File: src/rtl/accel_vec_accumulator.sv
// Vector accumulator: bursts LEN beats from a source address, adds each beat
// lane-wise (signed, wrapping or saturating) into an accumulator, then writes
// the accumulated vector to a destination address with a single-beat write.
module accel_vec_accumulator #(
  parameter int DATA_WIDTH = 256,
  parameter int ADDR_WIDTH = 32,
  parameter int CTRL_WIDTH = 32,
  parameter int ELEM_WIDTH = 16,
  parameter int LEN_WIDTH  = 16,
  parameter int SATURATE   = 0
) (
  input  logic                  clk,
  input  logic                  rst_n,
  input  logic                  control_cyc_o,
  input  logic                  control_stb_o,
  input  logic                  control_we_o,
  output logic                  control_ack_i,
  input  logic [ADDR_WIDTH-1:0] control_addr_o,
  input  logic [CTRL_WIDTH-1:0] control_mosi_o,
  output logic [CTRL_WIDTH-1:0] control_miso_i,
  output logic                  done_interrupt_o,
  output logic                  samples_cyc_o,
  output logic                  samples_stb_o,
  output logic                  samples_we_o,
  input  logic                  samples_ack_i,
  output logic [ADDR_WIDTH-1:0] samples_addr_o,
  output logic [DATA_WIDTH-1:0] samples_mosi_o,
  input  logic [DATA_WIDTH-1:0] samples_miso_i,
  output logic [2:0]            samples_cti_o,
  output logic [1:0]            samples_bte_o,
  output logic                  cache_cyc_o,
  output logic                  cache_stb_o,
  output logic                  cache_we_o,
  input  logic                  cache_ack_i,
  output logic [ADDR_WIDTH-1:0] cache_addr_o,
  output logic [DATA_WIDTH-1:0] cache_mosi_o,
  input  logic [DATA_WIDTH-1:0] cache_miso_i,
  output logic [2:0]            cache_cti_o,
  output logic [1:0]            cache_bte_o
);

  localparam int LANES      = DATA_WIDTH / ELEM_WIDTH;
  localparam int BEAT_BYTES = DATA_WIDTH / 8;

  generate
    if (DATA_WIDTH % ELEM_WIDTH != 0) begin : g_width_check
      $error("DATA_WIDTH must be an integer multiple of ELEM_WIDTH");
    end
  endgenerate

  typedef enum logic [1:0] {IDLE, READ, WRITE, DONE} state_t;

  state_t                  state;
  logic                    ctrl_ack_q;
  logic [CTRL_WIDTH-1:0]   ctrl_miso_q;
  logic [CTRL_WIDTH-1:0]   rd_data;
  logic                    irq_en;
  logic                    done_q;
  logic                    irq_q;
  logic [ADDR_WIDTH-1:0]   src_q;
  logic [ADDR_WIDTH-1:0]   dst_q;
  logic [LEN_WIDTH-1:0]    len_q;
  logic [LEN_WIDTH-1:0]    beat_cnt;
  logic [DATA_WIDTH-1:0]   acc;
  logic [DATA_WIDTH-1:0]   acc_sum;
  logic                    rd_cyc_q;
  logic [ADDR_WIDTH-1:0]   rd_addr_q;
  logic [2:0]              rd_cti_q;
  logic                    wr_cyc_q;
  logic [ADDR_WIDTH-1:0]   wr_addr_q;
  logic [DATA_WIDTH-1:0]   wr_data_q;
  logic                    unused_ok;

  // One lane add; the sum is formed one bit wider so overflow is visible.
  function automatic logic signed [ELEM_WIDTH-1:0] lane_add(
    input logic signed [ELEM_WIDTH-1:0] a,
    input logic signed [ELEM_WIDTH-1:0] b
  );
    logic signed [ELEM_WIDTH:0] sum;
    sum = $signed({a[ELEM_WIDTH-1], a}) + $signed({b[ELEM_WIDTH-1], b});
    if (SATURATE != 0 && sum[ELEM_WIDTH] != sum[ELEM_WIDTH-1]) begin
      lane_add = sum[ELEM_WIDTH] ? {1'b1, {(ELEM_WIDTH-1){1'b0}}}
                                 : {1'b0, {(ELEM_WIDTH-1){1'b1}}};
    end else begin
      lane_add = sum[ELEM_WIDTH-1:0];
    end
  endfunction

  wire [2:0] reg_idx  = control_addr_o[4:2];
  wire       ctrl_req = control_cyc_o & control_stb_o & ~ctrl_ack_q;
  wire       ctrl_wr  = ctrl_req & control_we_o;
  wire       busy     = (state == READ) || (state == WRITE);
  wire       start    = ctrl_wr && (reg_idx == 3'd0) && control_mosi_o[0] && !busy;
  wire       done_clr = ctrl_wr && (reg_idx == 3'd1) && control_mosi_o[1];
  wire       done_set = (start && (len_q == '0)) || ((state == WRITE) && cache_ack_i);
  wire       last_beat = (beat_cnt == len_q - LEN_WIDTH'(1));

  assign unused_ok = ^{cache_miso_i, control_addr_o};

  // Lane-wise sum of the accumulator and the incoming beat.
  always_comb begin
    acc_sum = '0;
    for (int k = 0; k < LANES; k++) begin
      acc_sum[k*ELEM_WIDTH +: ELEM_WIDTH] =
        lane_add(acc[k*ELEM_WIDTH +: ELEM_WIDTH], samples_miso_i[k*ELEM_WIDTH +: ELEM_WIDTH]);
    end
  end

  // Register read multiplexer.
  always_comb begin
    rd_data = '0;
    case (reg_idx)
      3'd0: rd_data = CTRL_WIDTH'({irq_en, 1'b0});
      3'd1: rd_data = CTRL_WIDTH'({done_q, busy});
      3'd2: rd_data = CTRL_WIDTH'(src_q);
      3'd3: rd_data = CTRL_WIDTH'(dst_q);
      3'd4: rd_data = CTRL_WIDTH'(len_q);
      3'd5: rd_data = CTRL_WIDTH'({16'(LANES), 16'(ELEM_WIDTH)});
      default: rd_data = '0;
    endcase
  end

  // Control slave: one-cycle ack, registered read data, programmable registers.
  always_ff @(posedge clk) begin
    if (!rst_n) begin
      ctrl_ack_q  <= 1'b0;
      ctrl_miso_q <= '0;
      irq_en      <= 1'b0;
      src_q       <= '0;
      dst_q       <= '0;
      len_q       <= '0;
    end else begin
      ctrl_ack_q  <= ctrl_req;
      ctrl_miso_q <= (ctrl_req && !control_we_o) ? rd_data : '0;
      if (ctrl_wr) begin
        case (reg_idx)
          3'd0: irq_en <= control_mosi_o[1];
          3'd2: if (!busy) src_q <= ADDR_WIDTH'(control_mosi_o);
          3'd3: if (!busy) dst_q <= ADDR_WIDTH'(control_mosi_o);
          3'd4: if (!busy) len_q <= LEN_WIDTH'(control_mosi_o);
          default: ;
        endcase
      end
    end
  end

  // Status flag and level interrupt; a set in the same cycle as a clear wins.
  always_ff @(posedge clk) begin
    if (!rst_n) begin
      done_q <= 1'b0;
      irq_q  <= 1'b0;
    end else begin
      if (done_set)      done_q <= 1'b1;
      else if (done_clr) done_q <= 1'b0;
      irq_q <= done_q & irq_en;
    end
  end

  // Sequencer: read burst with accumulation, then the single result write.
  always_ff @(posedge clk) begin
    if (!rst_n) begin
      state     <= IDLE;
      beat_cnt  <= '0;
      acc       <= '0;
      rd_cyc_q  <= 1'b0;
      rd_addr_q <= '0;
      rd_cti_q  <= 3'b000;
      wr_cyc_q  <= 1'b0;
      wr_addr_q <= '0;
      wr_data_q <= '0;
    end else begin
      case (state)
        IDLE, DONE: begin
          state <= IDLE;
          if (start) begin
            acc      <= '0;
            beat_cnt <= '0;
            if (len_q == '0) begin
              state <= DONE;
            end else begin
              state     <= READ;
              rd_cyc_q  <= 1'b1;
              rd_addr_q <= src_q;
              rd_cti_q  <= (len_q == LEN_WIDTH'(1)) ? 3'b111 : 3'b010;
            end
          end
        end
        READ: begin
          if (samples_ack_i) begin
            acc <= acc_sum;
            if (last_beat) begin
              state     <= WRITE;
              rd_cyc_q  <= 1'b0;
              rd_addr_q <= '0;
              rd_cti_q  <= 3'b000;
              wr_cyc_q  <= 1'b1;
              wr_addr_q <= dst_q;
              wr_data_q <= acc_sum;
            end else begin
              beat_cnt  <= beat_cnt + LEN_WIDTH'(1);
              rd_addr_q <= rd_addr_q + ADDR_WIDTH'(BEAT_BYTES);
              rd_cti_q  <= (beat_cnt + LEN_WIDTH'(1) == len_q - LEN_WIDTH'(1)) ? 3'b111 : 3'b010;
            end
          end
        end
        WRITE: begin
          if (cache_ack_i) begin
            state     <= DONE;
            wr_cyc_q  <= 1'b0;
            wr_addr_q <= '0;
            wr_data_q <= '0;
          end
        end
        default: state <= IDLE;
      endcase
    end
  end

  assign control_ack_i    = ctrl_ack_q;
  assign control_miso_i   = ctrl_miso_q;
  assign done_interrupt_o = irq_q;
  assign samples_cyc_o    = rd_cyc_q;
  assign samples_stb_o    = rd_cyc_q;
  assign samples_we_o     = 1'b0;
  assign samples_addr_o   = rd_addr_q;
  assign samples_mosi_o   = '0;
  assign samples_cti_o    = rd_cti_q;
  assign samples_bte_o    = 2'b00;
  assign cache_cyc_o      = wr_cyc_q;
  assign cache_stb_o      = wr_cyc_q;
  assign cache_we_o       = wr_cyc_q;
  assign cache_addr_o     = wr_addr_q;
  assign cache_mosi_o     = wr_data_q;
  assign cache_cti_o      = wr_cyc_q ? 3'b111 : 3'b000;
  assign cache_bte_o      = 2'b00;

endmodule
File: config.mk
export PLATFORM = sky130hd
export DESIGN_NAME = accel_vec_accumulator
export DESIGN_NICKNAME = d
export VERILOG_FILES = /design/src/rtl/accel_vec_accumulator.sv
export SDC_FILE = /design/constraint.sdc
export NUM_CORES = 2
export LEC_CHECK = 0
export CORE_AREA = 2 2 473 475
export CTS_BUF_LIST = sky130_fd_sc_hd__clkbuf_4 sky130_fd_sc_hd__clkbuf_8 sky130_fd_sc_hd__clkbuf_16
export CTS_CLUSTER_DIAMETER = 50
export DETAILED_ROUTE_END_ITERATION = 12
export DIE_AREA = 0 0 475 477
export SYNTH_ARGS = -nofsm -noshare
export SYNTH_HDL_FRONTEND = slang
export SYNTH_SLANG_ARGS = --single-unit
File: constraint.sdc
create_clock -name clk -period 9.1 [get_ports clk]
set_input_delay 1.82 -clock clk [delete_from_list [all_inputs] [get_ports clk]]
set_output_delay 1.82 -clock clk [all_outputs]
set_load 0.005 [all_outputs]
* Word-level counts from Yosys, hierarchy flattened
Index checks and enable logic that the tools add are counted.
** Storage, ports and cells
- Logic and storage cells :: 135
- Flip-flop bits (word level) :: 715
- Output and inout port bits :: 626
- Input port bits :: 583
** Cells by class
- Bitwise logic cells :: 6
- Reduce and logical (&&, ||, !) cells :: 30
- Eq/ne operators :: 17
- Add/sub/neg operators :: 19
- Mux-type cells :: 46
** Operators with widths (count)
- $mux W256 :: 5
- $pmux W256 S2 :: 2
- $add A16 B16 Y16 :: 16
- $mux W32 :: 7
- $pmux W32 S6 :: 1
- $pmux W32 S2 :: 2
- $mux W16 :: 3
- $add A32 B6 Y32 const B :: 1
- $eq A16 B16 Y1 :: 2
- $pmux W16 S2 :: 1
- $mux W3 :: 7
- $add A16 B1 Y16 const B :: 1
- $eq A16 B1 Y1 const B :: 1
- $logic_not A16 Y1 :: 1
- $sub A16 B1 Y16 const B :: 1
- $reduce_and A3 Y1 :: 5
- $ne A2 B2 Y1 const B :: 6
- $reduce_and A4 Y1 :: 3
- $mux W2 :: 5
- $mux W1 :: 9
- $logic_and A1 B1 Y1 :: 8
- $eq A3 B2 Y1 const B :: 2
- $eq A3 B3 Y1 const B :: 2
- $pmux W2 S3 :: 1
- other kinds (15) :: 26

* Longest topological paths before layout
- Word-level depth :: 9
- Mapped depth :: 14
- Mapped depth without buffers :: 10

* Worst setup path before layout
Ideal clock, no wire load.
- Path kind :: in2reg
- Start :: in samples_miso_i[244]
- End :: reg acc[255]
- Arrival time :: 4.459 ns
- Stages on the path :: 9
- Required time :: 9.038 ns
- Setup time :: 0.062 ns
- Setup slack :: 4.579 ns
- Path buffers :: 0
- Cell sequence :: ha_1 or3_1 and4_1 a2111oi_0 a21oi_1 a311o_1 o311a_1 or4_1 nand3_1
** Between the ends
- Word-level cells in the longest chain between the ends :: 3
** Ends and longest elaborated chain
- start: declaration :: RTL line 28 : input logic [DATA_WIDTH-1:0] samples_miso_i,
- $add A16 B16 Y16 :: RTL line 80 : sum = $signed({a[ELEM_WIDTH-1], a}) + $signed({b[ELEM_WIDTH-1], b});
- $mux W256 :: RTL line 189 : if (samples_ack_i) begin
- $pmux W256 S2 :: RTL line 172 : case (state)
- end signal: assignment :: RTL line 190 : acc <= acc_sum;
- end: declaration :: RTL line 64 : logic [DATA_WIDTH-1:0] acc;
Every way passes these cells. The select of a mux whose other input is x is not followed.
A chain may end at the register's enable or synchronous reset.

* Worst setup path in the final report
- Start :: in control_mosi_o[0]
- End :: reg beat_cnt[5]
** Between the ends
- Word-level cells in the longest chain between the ends :: 4
** Ends and longest elaborated chain
- start: declaration :: RTL line 19 : input logic [CTRL_WIDTH-1:0] control_mosi_o,
- $logic_and A1 B1 Y1 (2 in series) :: RTL line 93 : wire start = ctrl_wr && (reg_idx == 3'd0) && control_mosi_o[0] && !busy;
- $ne A2 B2 Y1 (no source line)
- $reduce_and A4 Y1 (no source line)
- end signal: assignment :: RTL line 200 : beat_cnt <= beat_cnt + LEN_WIDTH'(1);
- end: declaration :: RTL line 63 : logic [LEN_WIDTH-1:0] beat_cnt;
Every way passes these cells.

==> impl_metrics.env <==
export IMPL_die_area_sq_um=227000
export IMPL_grt_max_degree=145
export IMPL_drc_errors=0
export IMPL_fin_crit_ps=5910
export IMPL_synthArstFlopShare=0
export IMPL_clock_path_buffers=3
export IMPL_drtIter0Drc=2259
export IMPL_yosys_area_share_adder=0.0844
export IMPL_rr_worst_depth=11
export IMPL_rows=173
export IMPL_clk_latency_ps=790
export IMPL_postCtsResizedCells=0
export IMPL_detail_route_vias_per_cell=4.48
export IMPL_p_clk_frac=0.556
export IMPL_slew_headroom=-0.0258
export IMPL_failed_checks="slew limit"
export IMPL_synth_most_common_cell="dfxtp_1"
export IMPL_synthTopCellsByArea="dfxtp_1 35%, ha_1 7.6%, nand3_1 6.3%"
export IMPL_slowest_delay_ps=910
export IMPL_synth_xor_area_frac=0.0602
export IMPL_drtPass1Iterations=5
export IMPL_crit_arrival_ps=6620
export IMPL_wl_mm=169
export IMPL_io_buffers=662
export IMPL_hold_buffers=0
export IMPL_gp_congestion=0.869
export IMPL_p_sw_frac=0.257
export IMPL_p_per_area_nw_per_um2=156
export IMPL_dieHeight_um=477
export IMPL_synthCells=4831
export IMPL_area_growth_pct=31.8
export IMPL_crit_end="beat_cnt[5]"
export IMPL_avgSynthCellArea_sq_um=8.34
export IMPL_power_internal_uw=6150
export IMPL_dp_hpwl_mm=124
export IMPL_dp_slack_ps=2200
export IMPL_muxShareOfSynthArea=0.0133
export IMPL_fin_crit_sh=0.650
export IMPL_power_frac_comb=0.065
export IMPL_required_ps=9810
export IMPL_ioPinCount=1209
export IMPL_grt_pass1_vias=36689
export IMPL_crit_slowest_cell="a21oi_1"
export IMPL_root_buffer="clkbuf_16"
export IMPL_synth_edff_count=0
export IMPL_seqPwrFrac=0.379
export IMPL_numCtsBuffers=111
export IMPL_hold_class="register to register"
export IMPL_drive_gt1_frac=0.0879
export IMPL_synth_compound_area_frac=0.205
export IMPL_nNetsFinal=6203
export IMPL_max_cap_violations=0
export IMPL_crit_buf_inv=1
export IMPL_dr_total_vias=37921
export IMPL_grt_remaining_overflow=0
export IMPL_cp_max_fo=68
export IMPL_fillers=23983
export IMPL_stdcell_count=8459
export IMPL_ys_ff_latch=714
export IMPL_start_util=0.182
export IMPL_drt_antenna_violating_nets=0
export IMPL_grt_usage=0.143
export IMPL_synthTopCellsByCount="714 x dfxtp_1, 503 x nand3_1, 492 x a21oi_1"
export IMPL_clk_pin_slew_worst_paths_ps=60
export IMPL_finalHoldViolCount=0
export IMPL_seq_area_frac_synth=0.355
export IMPL_place_inst=8220
export IMPL_cellLeakagePower_uw=0.0194
export IMPL_wl_per_cell_um=20.0
export IMPL_skew_ps=94.2
export IMPL_synthFlopType="dfxtp_1"
export IMPL_yosysTopAreaCellShare=0.355
export IMPL_antenna_found_initial=45
export IMPL_yosysUniqueCellTypes=86
export IMPL_r2r_slack_ps=3780
export IMPL_cp_end_kind="register"
export IMPL_setup_viol=0
export IMPL_clock_sinks=714
export IMPL_reg2reg_to="cache_mosi_o[251]"
export IMPL_cts_tree="yes"
export IMPL_ys_warn_count=0
export IMPL_final_setup_worst_slack_ps=3190
export IMPL_maxSlewViolCount=32
export IMPL_reg2reg_from="len_q[0]"
export IMPL_cp_depth=9
export IMPL_p_sw_uw=2130
export IMPL_tightest_slew_ps=1540
export IMPL_rsz0062_at_grt="false"
export IMPL_coreArea_sq_um=221000
export IMPL_critical_path_class="input pin to register"
export IMPL_crit_start="control_mosi_o[0]"
export IMPL_cts_setup_buffers=0
export IMPL_synth_top_family_by_area="compound AO/OA/AOI/OAI gates"
export IMPL_cp_start_kind="input pin"
export IMPL_fmax_ghz=0.169
export IMPL_vdd_drop_max_mv=0.150
export IMPL_path_delay_family="simple AND/OR/NAND/NOR gates"
export IMPL_status="finished, violations left"
export IMPL_placed_area_sq_um=49000
export IMPL_grt_pass1_wl_mm=245
export IMPL_tns_ps=0
export IMPL_final_area_sq_um=53100
export IMPL_htreeDepth=3
export IMPL_die_width_um=475
export IMPL_synth_area_sq_um=40300
export IMPL_synthSimpleGateAreaFrac=0.196
export IMPL_cp_cell_sequence="clkdlybuf4s50_1 > or4b_2 > o31ai_1 > nand2_4 > nor2_4 > nand2_1 > a21oi_1 > o21ai_0 > a31oi_1"
export IMPL_synth_top_area_cell="dfxtp_1"
[flip-flops by register name (all words and copies together) (netlist names), 16 cells and up]
signal / flops
src_q: 32
dst_q: 32
control_miso_i: 32
len_q: 16
samples_addr_o: 32
cache_mosi_o: 256
acc: 256
cache_addr_o: 32
beat_cnt: 16
[power by group through the flow]
stage | Sequential (uW) | Combinational (uW) | Clock [uW]
global route | 3130 | 590 | 4860
global placement | 3200 | 528 | 0
floorplan | 3200 | 370 | 0
finish | 3130 | 540 | 4600
CTS | 3130 | 539 | 4730
detailed placement | 3200 | 536 | 0
[cell families after synthesis]
family                     after synthesis
DFF                                    714
and+or+nand+nor                       1639
other                                    1
AOI/OAI and AO/OA                     1260
muxes                                   52
buffers and inverters                  632
xor gates and xnor gates               271
adders and majority gates              262
[layout by cell type (no fill, tap or decap), types with 16 or more instances in the layout]
master           count
o31ai_1             31
or4_1               21
ha_1               244
o21bai_1            22
nor4_1              16
a211oi_1            18
and2_1              32
nand2b_1            37
a21oi_1            491
a22oi_1            118
nor2_1             322
diode_2             32
mux2i_1             50
a21oi_2             79
nand2_2             79
nand2_1            382
o21a_1              36
clkbuf_16          111
inv_1               66
xor2_1              76
a22o_1              97
o21ai_0            124
a31oi_1             44
or3_1               32
and3_1              26
buf_4               55
clkbuf_8            16
nand4_1             20
fa_1                16
xnor2_1            191
conb_1             261
nor3_1              86
clkdlybuf4s50_1    660
a21o_1              60
dfxtp_1            714
nand3_1            501
[layer usage]
metal,vias to the layer above,GRT usage,wire length [um]
met4,18,0.0692,7540
met3,305,0.0348,12400
met5,-,0,109
li1,17911,-,-
met2,1402,0.237,79400
met1,18285,0.172,69400
[worst min path at each step]
| stage | from | end | slack (ps) | depth (start not counted) |
|---|---|---|---|---|
| 3_5_place_dp | acc[52] | acc[52] | 450 | 2 |
| 3_3_place_gp | acc[51] | acc[51] | 440 | 2 |
| 6_report | dst_q[31] | cache_addr_o[31] | 420 | 2 |
| 5_1_grt | dst_q[31] | cache_addr_o[31] | 460 | 2 |
| 2_1_floorplan | acc[106] | acc[106] | 440 | 2 |
| 4_1_cts | dst_q[31] | cache_addr_o[31] | 440 | 2 |
[layout make-up]
type | count | area (sq um) | area share
multi-input combinational | 3745 | 23600 | 0.445
clock inverter | 73 | 991 | 0.0187
inverter | 68 | 268 | 0.00504
tap | 2975 | 3720 | 0.0701
timing repair buffer | 718 | 7050 | 0.133
antenna | 32 | 80.1 | 0.00151
sequential | 714 | 14300 | 0.269
clock buffer | 134 | 3050 | 0.0575
[worst register-to-register path: stages (launching register included)]
cell and delay (ps):
dfxtp_1 410, inv_1 100, ha_1 200, or3b_1 450
or4_4 520, xnor2_2 170, o21ai_1 130, nor4_2 780
nand3_4 580, buf_12 440, or3_1 1260, a21oi_1 160
[metrics by stage]
stage | power, uW | hold WS (ps) | utilization
after detailed placement | 3740 | 447 | 0.221
after global routing | 8580 | 458 | 0.240
after global placement | 3730 | 441 | 0.221
final | 8270 | 419 | 0.240
after floorplan | 3570 | 436 | -
after CTS | 8400 | 438 | 0.239
Note: power is estimated with default switching activity, not from simulation.
